--- config.mk ---
export PLATFORM = sky130hd
export DESIGN_NAME = uart_loader_ctrl
export DESIGN_NICKNAME = d
export VERILOG_FILES = /design/src/rtl/uart_loader_pkg.sv /design/src/rtl/uart_loader_timeout.sv /design/src/rtl/uart_loader_ctrl.sv
export SDC_FILE = /design/constraint.sdc
export NUM_CORES = 1
export LEC_CHECK = 0
export BUFFER_PORTS_ARGS = -buffer_cell sky130_fd_sc_hd__buf_2
export CAP_MARGIN = 20
export CORE_MARGIN = 5
export CORE_UTILIZATION = 62
export DETAILED_ROUTE_END_ITERATION = 16
export PLACE_DENSITY = 0.86
export SYNTH_ARGS = -nofsm -noshare
export SYNTH_HDL_FRONTEND = slang
export SYNTH_SLANG_ARGS = --single-unit
--- constraint.sdc ---
create_clock -name clk -period 6.15 [get_ports clk]
set_input_delay 0 -clock clk [delete_from_list [all_inputs] [get_ports clk]]
set_output_delay 0 -clock clk [all_outputs]
set_load 0.03 [all_outputs]
--- src/rtl/uart_loader_pkg.sv ---
// Shared types and defaults for the UART program loader.
// Optional echo path is enabled by defining UART_LOADER_ECHO_EN.
package uart_loader_pkg;

  typedef enum logic [2:0] {
    IDLE,
    GET_LEN,
    GET_DATA,
    GET_SUM,
    DONE,
    ERR
  } state_t;

  localparam logic [7:0] SYNC_BYTE_DEF = 8'hA5;

  // One bit time at 9600 baud from a 50 MHz clock.
  localparam int CLKS_PER_BIT = 5208;

  // Two 10-bit byte frames of silence before a load is abandoned.
  localparam int TIMEOUT_CLKS_DEF = 20 * CLKS_PER_BIT;

endpackage

--- src/rtl/uart_loader_timeout.sv ---
// Reloadable inter-byte down-counter; expire is high while enabled and the count is exhausted.
module uart_loader_timeout #(
  parameter int TIMEOUT_CLKS = uart_loader_pkg::TIMEOUT_CLKS_DEF
) (
  input  logic clk,
  input  logic rst,
  input  logic reload,
  input  logic enable,
  output logic expire
);

  localparam int CNT_W = $clog2(TIMEOUT_CLKS + 1);
  // Loading TIMEOUT_CLKS-1 makes expire assert TIMEOUT_CLKS cycles after the reloading byte.
  localparam logic [CNT_W-1:0] LOAD_VAL = CNT_W'(TIMEOUT_CLKS - 1);

  logic [CNT_W-1:0] count;

  always_ff @(posedge clk or posedge rst) begin
    if (rst) begin
      count <= '0;
    end else if (reload) begin
      count <= LOAD_VAL;
    end else if (enable && (count != '0)) begin
      count <= count - 1'b1;
    end
  end

  assign expire = enable && (count == '0);

endmodule

--- src/rtl/uart_loader_ctrl.sv ---
// Framed UART program loader: sync, length, data bytes, checksum -> RAM writes.
// Define UART_LOADER_ECHO_EN to echo every byte accepted inside a frame.
module uart_loader_ctrl
  import uart_loader_pkg::*;
#(
  parameter int                ADDR_W       = 4,
  parameter int                DATA_W       = 8,
  parameter logic [DATA_W-1:0] SYNC_BYTE    = SYNC_BYTE_DEF,
  parameter int                TIMEOUT_CLKS = TIMEOUT_CLKS_DEF
) (
  input  logic              clk,
  input  logic              rst,
  input  logic              rx_dv,
  input  logic [DATA_W-1:0] rx_byte,
  output logic [ADDR_W-1:0] ram_addr,
  output logic [DATA_W-1:0] ram_data,
  output logic              ram_we,
  output logic              cpu_halt,
  output logic              busy,
  output logic              load_done,
  output logic              load_err,
  output logic              tx_dv,
  output logic [DATA_W-1:0] tx_byte,
  input  logic              tx_busy
);

  localparam int                CNT_W     = ADDR_W + 1;
  localparam logic [DATA_W-1:0] MAX_LEN_B = DATA_W'(2 ** ADDR_W);

  state_t            state;
  logic [CNT_W-1:0]  len;
  logic [CNT_W-1:0]  count;
  logic [DATA_W-1:0] checksum;
  logic              in_frame;
  logic              len_ok;
  logic              expire;

  assign in_frame = (state == GET_LEN) || (state == GET_DATA) || (state == GET_SUM);
  assign len_ok   = (rx_byte != '0) && (rx_byte <= MAX_LEN_B);

  uart_loader_timeout #(
    .TIMEOUT_CLKS(TIMEOUT_CLKS)
  ) u_timeout (
    .clk   (clk),
    .rst   (rst),
    .reload(rx_dv),
    .enable(in_frame),
    .expire(expire)
  );

  always_ff @(posedge clk or posedge rst) begin
    if (rst) begin
      state     <= IDLE;
      ram_addr  <= '0;
      ram_data  <= '0;
      ram_we    <= 1'b0;
      cpu_halt  <= 1'b0;
      busy      <= 1'b0;
      load_done <= 1'b0;
      load_err  <= 1'b0;
      len       <= '0;
      count     <= '0;
      checksum  <= '0;
    end else begin
      ram_we    <= 1'b0;
      load_done <= 1'b0;
      unique case (state)
        IDLE: begin
          if (rx_dv && (rx_byte == SYNC_BYTE)) begin
            state    <= GET_LEN;
            busy     <= 1'b1;
            cpu_halt <= 1'b1;
            load_err <= 1'b0;
            checksum <= '0;
          end
        end
        GET_LEN: begin
          // A byte on the expiry cycle still counts, so rx_dv is tested first.
          if (rx_dv) begin
            if (len_ok) begin
              len   <= rx_byte[CNT_W-1:0];
              count <= '0;
              state <= GET_DATA;
            end else begin
              state    <= ERR;
              load_err <= 1'b1;
            end
          end else if (expire) begin
            state    <= ERR;
            load_err <= 1'b1;
          end
        end
        GET_DATA: begin
          if (rx_dv) begin
            ram_we   <= 1'b1;
            ram_addr <= count[ADDR_W-1:0];
            ram_data <= rx_byte;
            checksum <= checksum + rx_byte;
            count    <= count + 1'b1;
            if (count == len - 1'b1) begin
              state <= GET_SUM;
            end
          end else if (expire) begin
            state    <= ERR;
            load_err <= 1'b1;
          end
        end
        GET_SUM: begin
          if (rx_dv) begin
            if (rx_byte == checksum) begin
              state     <= DONE;
              load_done <= 1'b1;
              cpu_halt  <= 1'b0;
            end else begin
              state    <= ERR;
              load_err <= 1'b1;
            end
          end else if (expire) begin
            state    <= ERR;
            load_err <= 1'b1;
          end
        end
        DONE: begin
          state <= IDLE;
          busy  <= 1'b0;
        end
        ERR: begin
          state <= IDLE;
          busy  <= 1'b0;
        end
        default: begin
          state <= IDLE;
          busy  <= 1'b0;
        end
      endcase
    end
  end

`ifdef UART_LOADER_ECHO_EN
  // Echo is best-effort: a byte arriving while the transmitter is busy is not queued.
  always_ff @(posedge clk or posedge rst) begin
    if (rst) begin
      tx_dv   <= 1'b0;
      tx_byte <= '0;
    end else begin
      tx_dv <= 1'b0;
      if (rx_dv && in_frame && !tx_busy) begin
        tx_dv   <= 1'b1;
        tx_byte <= rx_byte;
      end
    end
  end
`else
  logic unused_tx_busy;
  assign unused_tx_busy = tx_busy;
  assign tx_dv          = 1'b0;
  assign tx_byte        = '0;
`endif

endmodule

==> impl_metrics.py <==
metrics = {
    "run_status": {
        "status": "complete, no violations",
    },
    "global_route": {
        "grtUsageTotal_pct": 22.3,
        "antenna_found_initial": 0,
        "grt_pass1_vias": 2388,
        "grt_pass1_wl_um": 11300,
        "grt_max_degree": 56,
        "gr-total-overflow": 0,
    },
    "finish": {
        "final_cell_area_um2": 3410,
        "multi_input_area_um2": 1570,
        "post-route-util_pct": 71.3,
        "antennaDiodeCount": 0,
        "seqCellArea_um2": 1380,
        "post_route_cells_drive_above_1_share_pct": 13.3,
        "syn2layout_area_growth_pct": 10.3,
        "fill_cells": 359,
        "layout.nets": 383,
    },
    "critical_path": {
        "path_cells": "nor2_1, nand2_1, inv_1, nand4_1, xor2_1, nor2_1",
        "cp_max_fo": 25,
        "startpoint_type": "flop",
        "critPathMaxStageDelay_ns": 0.72,
        "crit_slowest_cell": "inv_1",
        "crit_arrival_ns": 2.81,
        "end_kind": "flop",
        "path_class": "flop to flop",
        "cp.required_ns": 6.34,
        "path_common_cell": "nor2_1",
    },
    "die": {
        "pin_count": 38,
        "rows": 25,
        "die_h_um": 80.6,
        "core_um2": 4790,
        "dieArea_um2": 6500,
        "die-width_um": 80.6,
        "start_util_pct": 64.6,
    },
    "cts": {
        "cts.sinks": 55,
        "cts.reportedPaths.clkPinSlew_ns": 0.10,
        "cts_tree": "done",
        "htreeDepth": 2,
        "clock_latency_ns": 0.31,
        "max-clock-path-buffers": 2,
        "cts_root_buffer": "clkbuf_8",
        "cts_buffers": 5,
        "cts_resized": 0,
    },
    "timing": {
        "rsz0062_at_grt": "false",
        "final_max_slew_viol_count": 0,
        "max_freq_mhz": 382,
        "fin_setup_tns_ns": 0,
        "worst_pin_slew_ns": 0.824,
        "post-route-period-util_pct": 42.6,
        "hold_viol": 0,
        "period_needed_ns": 2.62,
        "slew_headroom_pct": 45.0,
        "setup_violations": 0,
        "whs_ns": 0.0817,
        "fin_skew_ns": 0.00877,
    },
    "place": {
        "io_buffers": 27,
        "gp_congestion": 0.835,
        "placed_area_um2": 3220,
        "dp_hpwl_um": 4550,
    },
    "yosys": {
        "synth.top_cell.area_share_pct": 44.5,
        "syn_inst": 330,
        "avgSynthCellArea_um2": 9.37,
        "yosysMostFrequentCell": "nand2_1",
        "ys_top_cells_by_count": "58 x nand2_1, 55 x dfrtp_1, 25 x nor2_1",
        "synth_cell_type_count": 54,
        "async_reset_ff_share_pct": 100,
        "ys_ff_latch": 55,
        "synth_enable_flop_cells": 0,
        "synth_area_leader_cell": "dfrtp_1",
        "yosysSeqAreaShare_pct": 44.5,
        "syn-cell-area_um2": 3090,
        "synth-main-ff-cell": "dfrtp_1",
        "yosys_warnings": 0,
        "synth_area_leaders": "dfrtp_1 44%, nand2_1 7.0%, ha_1 4.4%",
    },
    "power_and_ir_drop": {
        "vdd_drop_max_uv": 242,
        "p_leak_uw": 0.00160,
        "power_density_nw_per_um2": 351,
    },
    "route": {
        "drt-wirelength-per-cell_um": 15.7,
        "ant_nets": 0,
        "route.vias.total": 2525,
        "viasPerCell": 5.91,
        "drtIter0Drc": 227,
        "post-route-drc-count": 0,
        "routed_wirelength_um": 6700,
        "firstDrtPassIters": 5,
    },
    "worst_hold_path": {
        "holdCritPathClass": "input port to flop",
    },
    "run": {
        "cap_violations": 0,
    },
}
## kinds of logic after synthesis
| group | synth area share (%) |
|---|---|
| AOI/OAI and AO/OA | 13.6 |
| buffers and inverters | 5.87 |
| adders and majority gates | 5.10 |
| other | 0.121 |
| and+or+nand+nor | 22.2 |
| DFF | 44.5 |
| xor gates and xnor gates | 6.23 |
| muxes | 2.47 |
## sequential cells by signal, summed over array words and instances (netlist names)
signal	cells
busy	1
ram_we	1
len	5
checksum	8
count	5
state	3
ram_data	8
ram_addr	4
cpu_halt	1
load_err	1
load_done	1
u_timeout.count	17
## worst max-delay path, delay by kind of cell (launching register included)
kind | cells | cell delay [ns]
buffers and inverters | 1 | 0.72
AND/OR/NAND/NOR | 4 | 1.10
flip-flops | 1 | 0.49
XOR/XNOR | 1 | 0.17
## stage by stage
stage          setup slack (ns)  total power [µW]  cells
3_5_place_dp               3.54               972    410
2_1_floorplan              3.78               864    338
6_report                   3.53              1200    427
3_3_place_gp               3.60               948    410
5_1_grt                    3.28              1280    427
4_1_cts                    3.54              1200    427
## routing by layer
metal	track usage [%]	routed length, µm	up-vias
li1	-	-	1204
met1	32.4	3060	1232
met2	34.3	3160	80
met3	3.70	398	9
met4	6.76	89	0
met5	0	0	-
## cell usage in the layout (no fill, tap or decap), drive strengths merged, types with 8 or more instances in the layout
| cell type | n |
|---|---|
| dlygate4sd3 | 9 |
| buf | 28 |
| nor2 | 25 |
| inv | 12 |
| a21oi | 11 |
| xnor2 | 8 |
| ha | 11 |
| o21ai | 10 |
| nand2 | 58 |
| nor3 | 10 |
| xor2 | 14 |
| conb | 9 |
| dfrtp | 55 |
| or4 | 8 |
## worst paths after layout
kind / from / endpoint / slack [ns] / depth (start not counted)
setup / recovery: state[2] / count[4] / 3.53 / 6
min in group asynchronous: rst / u_timeout.count[9] / 0.42 / 4
hold reg to reg: ram_data[7] / ram_data[7] / 0.48 / 2
setup reg to reg: state[2] / count[4] / 3.53 / 6
max in group asynchronous: rst / busy / 5.27 / 4
hold / removal: rx_dv / u_timeout.count[8] / 0.08 / 2
## report_power, final
group | leakage [µW] | switching (µW) | internal (µW)
registers | 0.000682 | 69.6 | 444
logic | 0.000870 | 285 | 179
clock network | 0.0000505 | 119 | 103
total | 0.00160 | 473 | 725
## layout make-up
type,count,area share (%)
clock buffer,7,2.82
clock inverter,1,0.220
inverter,13,1.43
multi-input combinational,247,45.9
sequential,55,40.4
tap,67,2.46
timing repair buffer,37,6.82
## repair_timing
action	4_1_cts	5_1_grt
setup buffers	0	0
hold endpoints to repair	63	0
hold buffers	9	0
No activity file was read; power rests on OpenSTA's default activity.
